==> config.mk <==
export PLATFORM = sky130hd
export DESIGN_NAME = product_accumulator
export DESIGN_NICKNAME = d
export VERILOG_FILES = /design/src/rtl/product_accumulator.sv
export SDC_FILE = /design/constraint.sdc
export NUM_CORES = 1
export LEC_CHECK = 0
export ABC_AREA = 1
export CAP_MARGIN = 20
export CELL_PAD_IN_SITES_DETAIL_PLACEMENT = 1
export CELL_PAD_IN_SITES_GLOBAL_PLACEMENT = 1
export CORE_ASPECT_RATIO = 0.7
export CORE_MARGIN = 5
export CORE_UTILIZATION = 41
export CTS_CLUSTER_SIZE = 12
export DETAILED_ROUTE_END_ITERATION = 6
export PLACE_DENSITY = 0.93
export SLEW_MARGIN = 20
export SYNTH_ARGS = -nofsm -noshare
export SYNTH_HDL_FRONTEND = slang
export SYNTH_SLANG_ARGS = --single-unit
==> constraint.sdc <==
create_clock -name clk -period 2.64 [get_ports clk]
set_input_delay 0.528 -clock clk [delete_from_list [all_inputs] [get_ports clk]]
set_output_delay 0.528 -clock clk [all_outputs]
set_load 0.005 [all_outputs]
==> src/rtl/product_accumulator.sv <==
// product_accumulator
// Sums fixed-size groups of unsigned multiplier products into one result.
// Products arrive over a valid/ready handshake. Each finished group is held
// on a valid/ready output, together with a sticky carry-out flag, until the
// consumer takes it.

module product_accumulator #(
    parameter int PROD_W = 8,
    parameter int ACC_W  = 10,
    parameter int COUNT  = 4
) (
    input  logic              clk,
    input  logic              rst,
    input  logic              clr,
    input  logic              in_valid,
    output logic              in_ready,
    input  logic [PROD_W-1:0] in_prod,
    output logic              out_valid,
    input  logic              out_ready,
    output logic [ACC_W-1:0]  out_sum,
    output logic              out_ovf
);

    // ACC_W must be at least PROD_W so that a single product fits in the sum
    localparam logic [3:0] CNT_LAST = 4'(COUNT - 1);

    typedef enum logic {
        ACCUM,
        HOLD
    } state_t;

    state_t           state;
    logic [ACC_W-1:0] acc;
    logic [3:0]       cnt;
    logic             ovf;
    logic [ACC_W:0]   sum_ext;

    // One extra bit above the accumulator catches the carry out of ACC_W
    always_comb begin
        sum_ext = {1'b0, acc} + {{(ACC_W + 1 - PROD_W){1'b0}}, in_prod};
    end

    // Group FSM: accumulate products in ACCUM, then present the result in HOLD
    always_ff @(posedge clk) begin
        if (rst) begin
            state     <= ACCUM;
            acc       <= '0;
            cnt       <= '0;
            ovf       <= 1'b0;
            in_ready  <= 1'b1;
            out_valid <= 1'b0;
            out_sum   <= '0;
            out_ovf   <= 1'b0;
        end else begin
            case (state)
                ACCUM: begin
                    if (clr) begin
                        acc <= '0;
                        cnt <= '0;
                        ovf <= 1'b0;
                    end else if (in_valid && in_ready) begin
                        if (cnt == CNT_LAST) begin
                            out_sum   <= sum_ext[ACC_W-1:0];
                            out_ovf   <= ovf | sum_ext[ACC_W];
                            acc       <= '0;
                            cnt       <= '0;
                            ovf       <= 1'b0;
                            state     <= HOLD;
                            in_ready  <= 1'b0;
                            out_valid <= 1'b1;
                        end else begin
                            acc <= sum_ext[ACC_W-1:0];
                            ovf <= ovf | sum_ext[ACC_W];
                            cnt <= cnt + 4'd1;
                        end
                    end
                end
                HOLD: begin
                    if (out_ready) begin
                        state     <= ACCUM;
                        in_ready  <= 1'b1;
                        out_valid <= 1'b0;
                    end
                end
                default: begin
                    state     <= ACCUM;
                    in_ready  <= 1'b1;
                    out_valid <= 1'b0;
                end
            endcase
        end
    end

endmodule
==> out/results.env, run 1 <==
CORE_OUTLINE_AREA_UM2=3900
CTS_SETUP_BUFFERS=0
CRITICAL_PATH.SLOWEST_CELL='fa_1'
RSZ0062_AT_GRT='false'
POST_LAYOUT_NONFILLER_INSTANCES=305
PATH_CLASS='in2reg'
SYNTH-WARNING-COUNT=0
H-TREE-DEPTH=2
SYNTH_SIMPLE_GATE_AREA_SHARE_PCT=32.2
LAYOUT.CELLS.MOST_COMMON_LIST='nand2_1 (66), dfxtp_1 (29), clkdlybuf4s50_1 (25)'
CRITPATHCAPTURETYPE='register'
SYN-INSTANCE-COUNT=223
POST_SYNTH_XOR_AREA_FRACTION_PCT=1.59
REG2REG_SLACK_NS=0.90
CRIT_PATH_MAX_INCR_DELAY_NS=0.43
FP.DIEAREA_UM2=5410
GLOBAL_ROUTE_WIRE_LENGTH_BEFORE_REPAIR_UM=7920
TIMING.CRITICAL_PATH.DEPTH=11
INITIAL_UTIL_PCT=42.3
DESIGN_AREA_FINAL_UM2=2040
WIRE_PER_INST_UM=14.8
CP_CELL_SEQUENCE='clkdlybuf4s50_1 -> ha_1 -> fa_1 -> nand2_1 -> nand2_1 -> nand3b_1 -> nand3b_1 -> nand2_1 -> nand2_2 -> o211ai_2 -> inv_2'
SYNTH-MAIN-FF-CELL='dfxtp_1'
CRITICAL-PATH-TOP-CELL-BY-COUNT='nand2_1'
CRITPATHREQUIREDTIME_NS=2.83
CRIT_FANOUT=3
MAX_CAP_VIOL=0
WORST_R2R_PATH_DEPTH=10
POSTCTSHOLDBUFS=0
DP.CELLS=297
DETAIL_ROUTE.DRC_VIOLATIONS=0
FIRST_PASS_ITERS=4
HOLD_CLASS='reg2reg'
YOSYS-MUX-AREA-FRACTION_PCT=0
CRIT_FAMILY='adder cells'
F_MAX_MHz=478
POSTSYNTHNETCOUNT=246
NUM_VIAS=1526
SYNTH.LIB_CELLS_USED.DISTINCT=34
SYNTH_TOP_CELLS_BY_AREA='dfxtp_1 (35%), nand2_1 (15%), ha_1 (6.8%)'
POSTSYNTH.ASYNCRESETSHARE_PCT=0
POST_ROUTE_CELLS_DRIVE_ABOVE_1_SHARE_PCT=15.0
CP-ENDPOINT='out_sum[6]'
CLK_TRANSITION_REPORTED_PATHS_NS=0.06
GRT_PASS1_VIAS=1630
HPWLAFTERDP_UM=3300
STATUS='complete, no violations'
POWER_LEAKAGE_nW=0.904
CTS_MAX_PATH_BUFFERS=2
HOLD_VIOLATIONS=0
TOTALNEGATIVESETUPSLACK_NS=0
TRITONCTS='built'
SYNTH_EDF_COUNT=0
LAYOUT_COMMONEST_CELL='nand2_1'
FLOORPLAN.DIE.HEIGHT_UM=63.0
TRACK_USAGE_PCT=18.9
FINALWIRELENGTH_UM=4520
POWERDENSITY_nW_PER_UM2=490
SYNTH.TOP_CELL.AREA_SHARE_PCT=35.2
WORST_SLEW_PIN_SLEW_NS=0.496
CRIT_PATH_START='in_prod[0]'
NUMPORTBUFFERS=25
IO_PINS=26
DETAILED_PLACE.AREA_UM2=1940
CLK_LATENCY_NS=0.29
SYN_TO_FINAL_GROWTH_PCT=23.9
INITIAL_ANTENNA_VIOLATION_COUNT=0
POWER_W=0.00100
NETLIST_AREA_BEFORE_PLACEMENT_UM2=1650
RR_ENDPOINT='out_sum[6]'
MAIN_COMBINATIONAL_CELL_FAMILY_BY_AREA_AFTER_SYNTHESIS='simple AND/OR/NAND/NOR gates'
LAYOUT_MIN_CYCLE_TIME_NS=2.09
GR-TOTAL-OVERFLOW=0
CTS_BUFFERS=5
WORSTSETUPSTARTPOINTTYPE='primary input'
DRV_SLEW=0
NUMCLOCKSINKS=29
ANT_NETS=0
DETAILED_ROUTE_ITER0_VIOLATIONS=41
ANTENNA_CELLS=0
ROWS=19
CLOCK-ROOT-BUFFER='clkbuf_8'
LAYOUT.NETS=275
SYN_AVG_CELL_AREA_UM2=7.39
DIEWIDTH_UM=85.8
SYNTH_SEQ_AREA_SHARE_PCT=35.2
VDD.IR_DROP.WORST_mV=0.298
CTS.REPAIR.RESIZED=0
CLOCK-SKEW-FINAL_NS=0.00553
POST_SYNTH_FA_HA_MAJ_AREA_FRACTION_PCT=8.05
DRT-VIAS-PER-INSTANCE=5.00
GRT_MAX_DEGREE=17
POST-SYNTH-TOP-AREA-CELL='dfxtp_1'
LAYOUT.CORE_UTILIZATION_PCT=52.4
SETUP_VIOL=0
SYNTH-COMPOUND-AREA-SHARE_PCT=14.4
POSTSYNTHREGISTERBITS=29
CRITICAL_PATH.REG2REG.STARTPOINT='acc[0]'
GPL.FINAL_WEIGHTED_CONGESTION=0.807
FINAL.PERIOD_UTILIZATION_PCT=79.2
ARRIVAL_NS=2.28
WORST_SLEW_MARGIN_REL_PCT=66.9
WP_BUF_INV=2
-- synthesized netlist by cell type (2+ instances only) --
library cell  instances
inv_2                 5
nor2_1               11
dfxtp_1              29
nand3_1              16
o21ai_2               3
buf_2                 2
ha_1                  9
clkbuf_1              2
nand3b_1              3
nor2_2                4
nand3_2               3
o21a_1                4
o21ai_0               3
inv_1                20
nand2_1              66
xor2_1                2
a21oi_1              18
nand2_2               4
a21oi_2               2
o211ai_2              2
nor2_4                2
-- report_power, final --
group / switching (W) / leakage [nW] / internal (W)
clock: 0.000184 / 0.0542 / 0.000235
combinational: 0.0000769 / 0.616 / 0.0000535
sequential: 0.00000562 / 0.235 / 0.000445
-- through the flow --
step	worst slack [ns]	hold slack (ns)
after floorplan	0.853	0.440
after global placement	0.335	0.438
after detailed placement	0.239	0.451
after CTS	0.541	0.465
after global routing	0.443	0.490
final	0.549	0.458
-- metal layers --
layer | up-vias | global-route usage [%] | part of all wire (%)
met2 | 25 | 30.5 | 47
met5 | - | 0 | 0
met1 | 705 | 23.0 | 47
met4 | 0 | 6.72 | 2.1
met3 | 11 | 6.59 | 4.1
li1 | 785 | - | -
-- registers in the layout, summed over array words and instances (netlist names) --
signal,cells
acc,10
cnt,4
in_ready,1
out_ovf,1
out_sum,10
out_valid,1
ovf,1
state,1
-- worst min-delay path, delay by kind of cell (launching register included) --
kind / cells / cell delay [ns]
DFF: 1 / 0.31
AOI/OAI and AO/OA: 1 / 0.05
buffers and inverters: 1 / 0.05
-- cell families (layout without fill, tap and decap cells) --
logic type	Yosys count	count (layout)
adders and majority gates	10	10
AOI/OAI and AO/OA	37	37
xor gates and xnor gates	3	3
buffers and inverters	31	61
and+or+nand+nor	113	113
DFF	29	29
-- how the worst min path moves through the flow --
stage                from          to  cells after the start
2_1_floorplan  out_sum[2]  out_sum[2]                      2
3_3_place_gp   out_sum[2]  out_sum[2]                      2
3_5_place_dp   out_sum[2]  out_sum[2]                      2
4_1_cts        out_sum[2]  out_sum[2]                      2
5_1_grt            acc[4]      acc[4]                      2
6_report       out_sum[2]  out_sum[2]                      2
-- final cells by class --
type                    count  area, um^2
flip-flops and latches     29         581
fillers                   509        1860
well taps                  52        65.1
repair buffers             27         265
inverters                  26         103
clock buffers               7        96.3
clock inverters             1        5.00
multi-input cells         163         927
(Power assumes the default switching activity.)
==> inputs of run 2 (changes only) <==
--- a/config.mk
+++ b/config.mk
@@ -11,10 +11,10 @@
 export CELL_PAD_IN_SITES_GLOBAL_PLACEMENT = 1
 export CORE_ASPECT_RATIO = 0.7
 export CORE_MARGIN = 5
-export CORE_UTILIZATION = 41
+export CORE_UTILIZATION = 35
 export CTS_CLUSTER_SIZE = 12
 export DETAILED_ROUTE_END_ITERATION = 6
-export PLACE_DENSITY = 0.93
+export PLACE_DENSITY = 0.86
 export SLEW_MARGIN = 20
 export SYNTH_ARGS = -nofsm -noshare
 export SYNTH_HDL_FRONTEND = slang
==> constraint.sdc (replaced) <==
create_clock -name clk -period 1.75 [get_ports clk]
set_input_delay 0.35 -clock clk [delete_from_list [all_inputs] [get_ports clk]]
set_output_delay 0.35 -clock clk [all_outputs]
set_load 0.005 [all_outputs]
==> run 2 against run 1 <==
  * Final area up 8.5%
  * Cell count rose by 5.2%
  * Sequential power rose by 51%
  * Combinational power is 81% higher
  * Power grew 45%
  * Critical path depth is 1 lower
  * Clock power is 27% higher
  * Global-route usage decreased by 3.3 points
  * Die area grew 15%
==> out/results.env, run 2 (synthesis results as in run 1) <==
STATUS='complete, no violations'  # unchanged
CLK_TRANSITION_REPORTED_PATHS_NS=0.06  # about the same
CRIT_PATH_MAX_INCR_DELAY_NS=0.41  # was 0.43 ns
DRV_SLEW=0  # unchanged
SETUP_VIOL=0  # unchanged
H-TREE-DEPTH=2  # unchanged
POWERDENSITY_nW_PER_UM2=654  # was 490 nW/um^2
LARGEST_REGISTERS='acc: 10 flops, out_sum: 10 flops, cnt: 4 flops'  # unchanged
TOP_USAGE_LAYER='met2'  # unchanged
CRITICAL-PATH-TOP-CELL-BY-COUNT='nand2_1'  # unchanged
CORE_OUTLINE_AREA_UM2=4450  # was 3900 um^2
LAYOUT.NETS=288  # was 275
NUM_VIAS=1553  # was 1526
VDD.IR_DROP.WORST_mV=0.357  # was 0.298 mV
POWER_LEAKAGE_nW=0.987  # was 0.904 nW
HPWLAFTERDP_UM=3340  # was 3300 um
WHS_ENDPOINT='out_sum[2]'  # unchanged
CRITPATHCAPTURETYPE='register'  # unchanged
WORSTSETUPSTARTPOINTTYPE='primary input'  # unchanged
FP.DIEAREA_UM2=6200  # was 5410 um^2
PATH_CLASS='in2reg'  # unchanged
DETAIL_ROUTE.DRC_VIOLATIONS=0  # unchanged
HOLD_START='out_sum[2]'  # unchanged
DRT-VIAS-PER-INSTANCE=4.84  # was 5.00
CTS_MAX_PATH_BUFFERS=2  # unchanged
FIRST_PASS_ITERS=4  # unchanged
DP.CELLS=311  # was 297
HOLD_VIOLATIONS=0  # unchanged
FLOORPLAN.DIE.HEIGHT_UM=67.4  # was 63.0 um
TOTALNEGATIVESETUPSLACK_NS=0  # unchanged
GLOBAL_ROUTE_WIRE_LENGTH_BEFORE_REPAIR_UM=7460  # was 7920 um
ARRIVAL_NS=1.87  # was 2.28 ns
REG2REG_SLACK_NS=0.17  # was 0.90 ns
CLOCK-ROOT-BUFFER='clkbuf_8'  # unchanged
CRITPATHREQUIREDTIME_NS=1.99  # was 2.83 ns
ANT_NETS=0  # unchanged
CLOCK-SKEW-FINAL_NS=0.00446  # was 0.00553 ns
WORST_SLEW_PIN_SLEW_NS=0.306  # was 0.496 ns
CTS_BUFFERS=5  # unchanged
TRACK_USAGE_PCT=15.6  # was 18.9%
ANTENNA_CELLS=0  # unchanged
CRITICAL_PATH.SLOWEST_CELL='clkdlybuf4s50_1'  # was fa_1
GPL.FINAL_WEIGHTED_CONGESTION=0.817  # was 0.807
LAYOUT_COMMONEST_CELL='nand2_1'  # unchanged
GRT.MET1_USAGE_PCT=18.7  # was 23.0%
FILLER_CELL_COUNT=580  # was 509
GRT_MAX_DEGREE=17  # unchanged
GRT_PASS1_VIAS=1633  # was 1630
FINAL.PERIOD_UTILIZATION_PCT=93.6
WORST_SLEW_MARGIN_REL_PCT=79.5  # was 66.9%
GROUTE.LAYER.MET3.USAGE_PCT=5.01  # was 6.59%
RSZ0062_AT_GRT='false'  # unchanged
CLK_LATENCY_NS=0.28  # was 0.29 ns
DIEWIDTH_UM=92.0  # was 85.8 um
ROWS=20  # was 19
CRIT_FANOUT=3  # unchanged
IO_PINS=26  # unchanged
WORST_R2R_PATH_DEPTH=11  # was 10
CRITICAL_PATH.REG2REG.STARTPOINT='acc[0]'  # unchanged
MIN_PATH_CELLS=2  # unchanged
CP_CELL_SEQUENCE='clkdlybuf4s50_1 -> ha_1 -> or2_1 -> nand3b_1 -> nand2_1 -> nand2_1 -> nand2_1 -> nand2_2 -> o211ai_2 -> inv_2'  # was clkdlybuf4s50_1 -> ha_1 -> fa_1 -> nand2_1 -> nand2_1 -> nand3b_1 -> nand3b_1 -> nand2_1 -> nand2_2 -> o211ai_2 -> inv_2
DETAILED_ROUTE_ITER0_VIOLATIONS=26  # was 41
GR-TOTAL-OVERFLOW=0  # unchanged
GLOBAL_ROUTE.USAGE.MET2_PCT=26.0  # was 30.5%
INITIAL_ANTENNA_VIOLATION_COUNT=0  # unchanged
LAYOUT.CELLS.MOST_COMMON_LIST='nand2_1 (64), dfxtp_1 (29), clkdlybuf4s50_1 (21)'  # was nand2_1 (66), dfxtp_1 (29), clkdlybuf4s50_1 (25)
POST_LAYOUT_NONFILLER_INSTANCES=321  # was 305
SYN_TO_FINAL_GROWTH_PCT=34.5  # was 23.9%
NUMPORTBUFFERS=25  # unchanged
MAX_CAP_VIOL=0  # unchanged
INITIAL_UTIL_PCT=37.0  # was 42.3%
TRITONCTS='built'  # unchanged
FINALWIRELENGTH_UM=4390  # was 4520 um
LAYOUT_MIN_CYCLE_TIME_NS=1.64
F_MAX_MHz=611
RR_ENDPOINT='out_sum[6]'  # unchanged
HOLD_CLASS='reg2reg'  # unchanged
NUMCLOCKSINKS=29  # unchanged
WIRE_PER_INST_UM=13.7  # was 14.8 um
POST_ROUTE_CELLS_DRIVE_ABOVE_1_SHARE_PCT=22.9  # was 15.0%
## run 2: changes by cell type in the layout (fill, tap and decap cells not counted), moves of 2 or more
cell             previous run  this run
buf_4                       2        15
clkbuf_8                    7         5
clkdlybuf4s50_1            25        21
dlymetal6s2s_1              0         4
ha_1                        9         3
ha_4                        0         5
nand2_1                    66        64
nand2_2                     4         6
## run 2: cell type report
class	count	area [um^2]	share of cell area, %
Multi-Input combinational cell	163	1010	45.5
Sequential cell	29	581	26.2
Timing Repair Buffer	40	373	16.8
Inverter	26	103	4.63
Clock buffer	6	72.6	3.27
Tap cell	55	68.8	3.11
Clock inverter	2	10.0	0.452
## run 2: how the worst max path moves through the flow
stage	startpoint	end	slack [ns]	depth (start not counted)
3_5_place_dp	in_prod[0]	out_sum[6]	-0.41	11
4_1_cts	in_prod[0]	out_sum[6]	0.0006	11
6_report	in_prod[3]	out_sum[6]	0.11	10
2_1_floorplan	in_prod[0]	out_sum[6]	0.14	10
5_1_grt	in_prod[2]	out_sum[9]	0.002	12
3_3_place_gp	in_prod[0]	out_sum[6]	-0.38	11
## run 2: where the power goes
part / internal [W] / switching (W) / leakage, nW
Combinational: 0.000110 / 0.000124 / 0.707
Sequential: 0.000672 / 0.00000990 / 0.235
Clock: 0.000275 / 0.000258 / 0.0450
## run 2: per-layer routing
layer  up-vias  wire length [um]
met5         -                 0
met4         0                85
met3        10               185
met2        24              1990
met1       717              2130
li1        802                 -
## run 2: per-stage QoR
step                cell area [um^2]  setup slack, ns  total power [W]  hold slack (ns)  utilization (%)
floorplan                       1650            0.141         0.000818            0.440                -
global placement                2030           -0.383         0.000903            0.439             45.5
detailed placement              2030           -0.410         0.000909            0.449             45.5
CTS                             2120         0.000615          0.00146            0.462             47.5
global route                    2220          0.00248          0.00154            0.491             49.7
finish                          2220            0.113          0.00145            0.458             49.7
## run 2: timing repair
action,4_1_cts,5_1_grt
endpoints found under the setup margin,8,12
pin swaps,2,10
gates resized for setup,3,13
buffers inserted,0,2
hold buffers,0,0
hold endpoints to repair,0,0
## run 2: worst max-delay path: cells and delay by family
| kind | cells | cell delay, ns |
|---|---|---|
| compound gates | 1 | 0.08 |
| fa+ha+maj | 1 | 0.33 |
| buf+inv | 2 | 0.46 |
| simple gates | 6 | 0.64 |
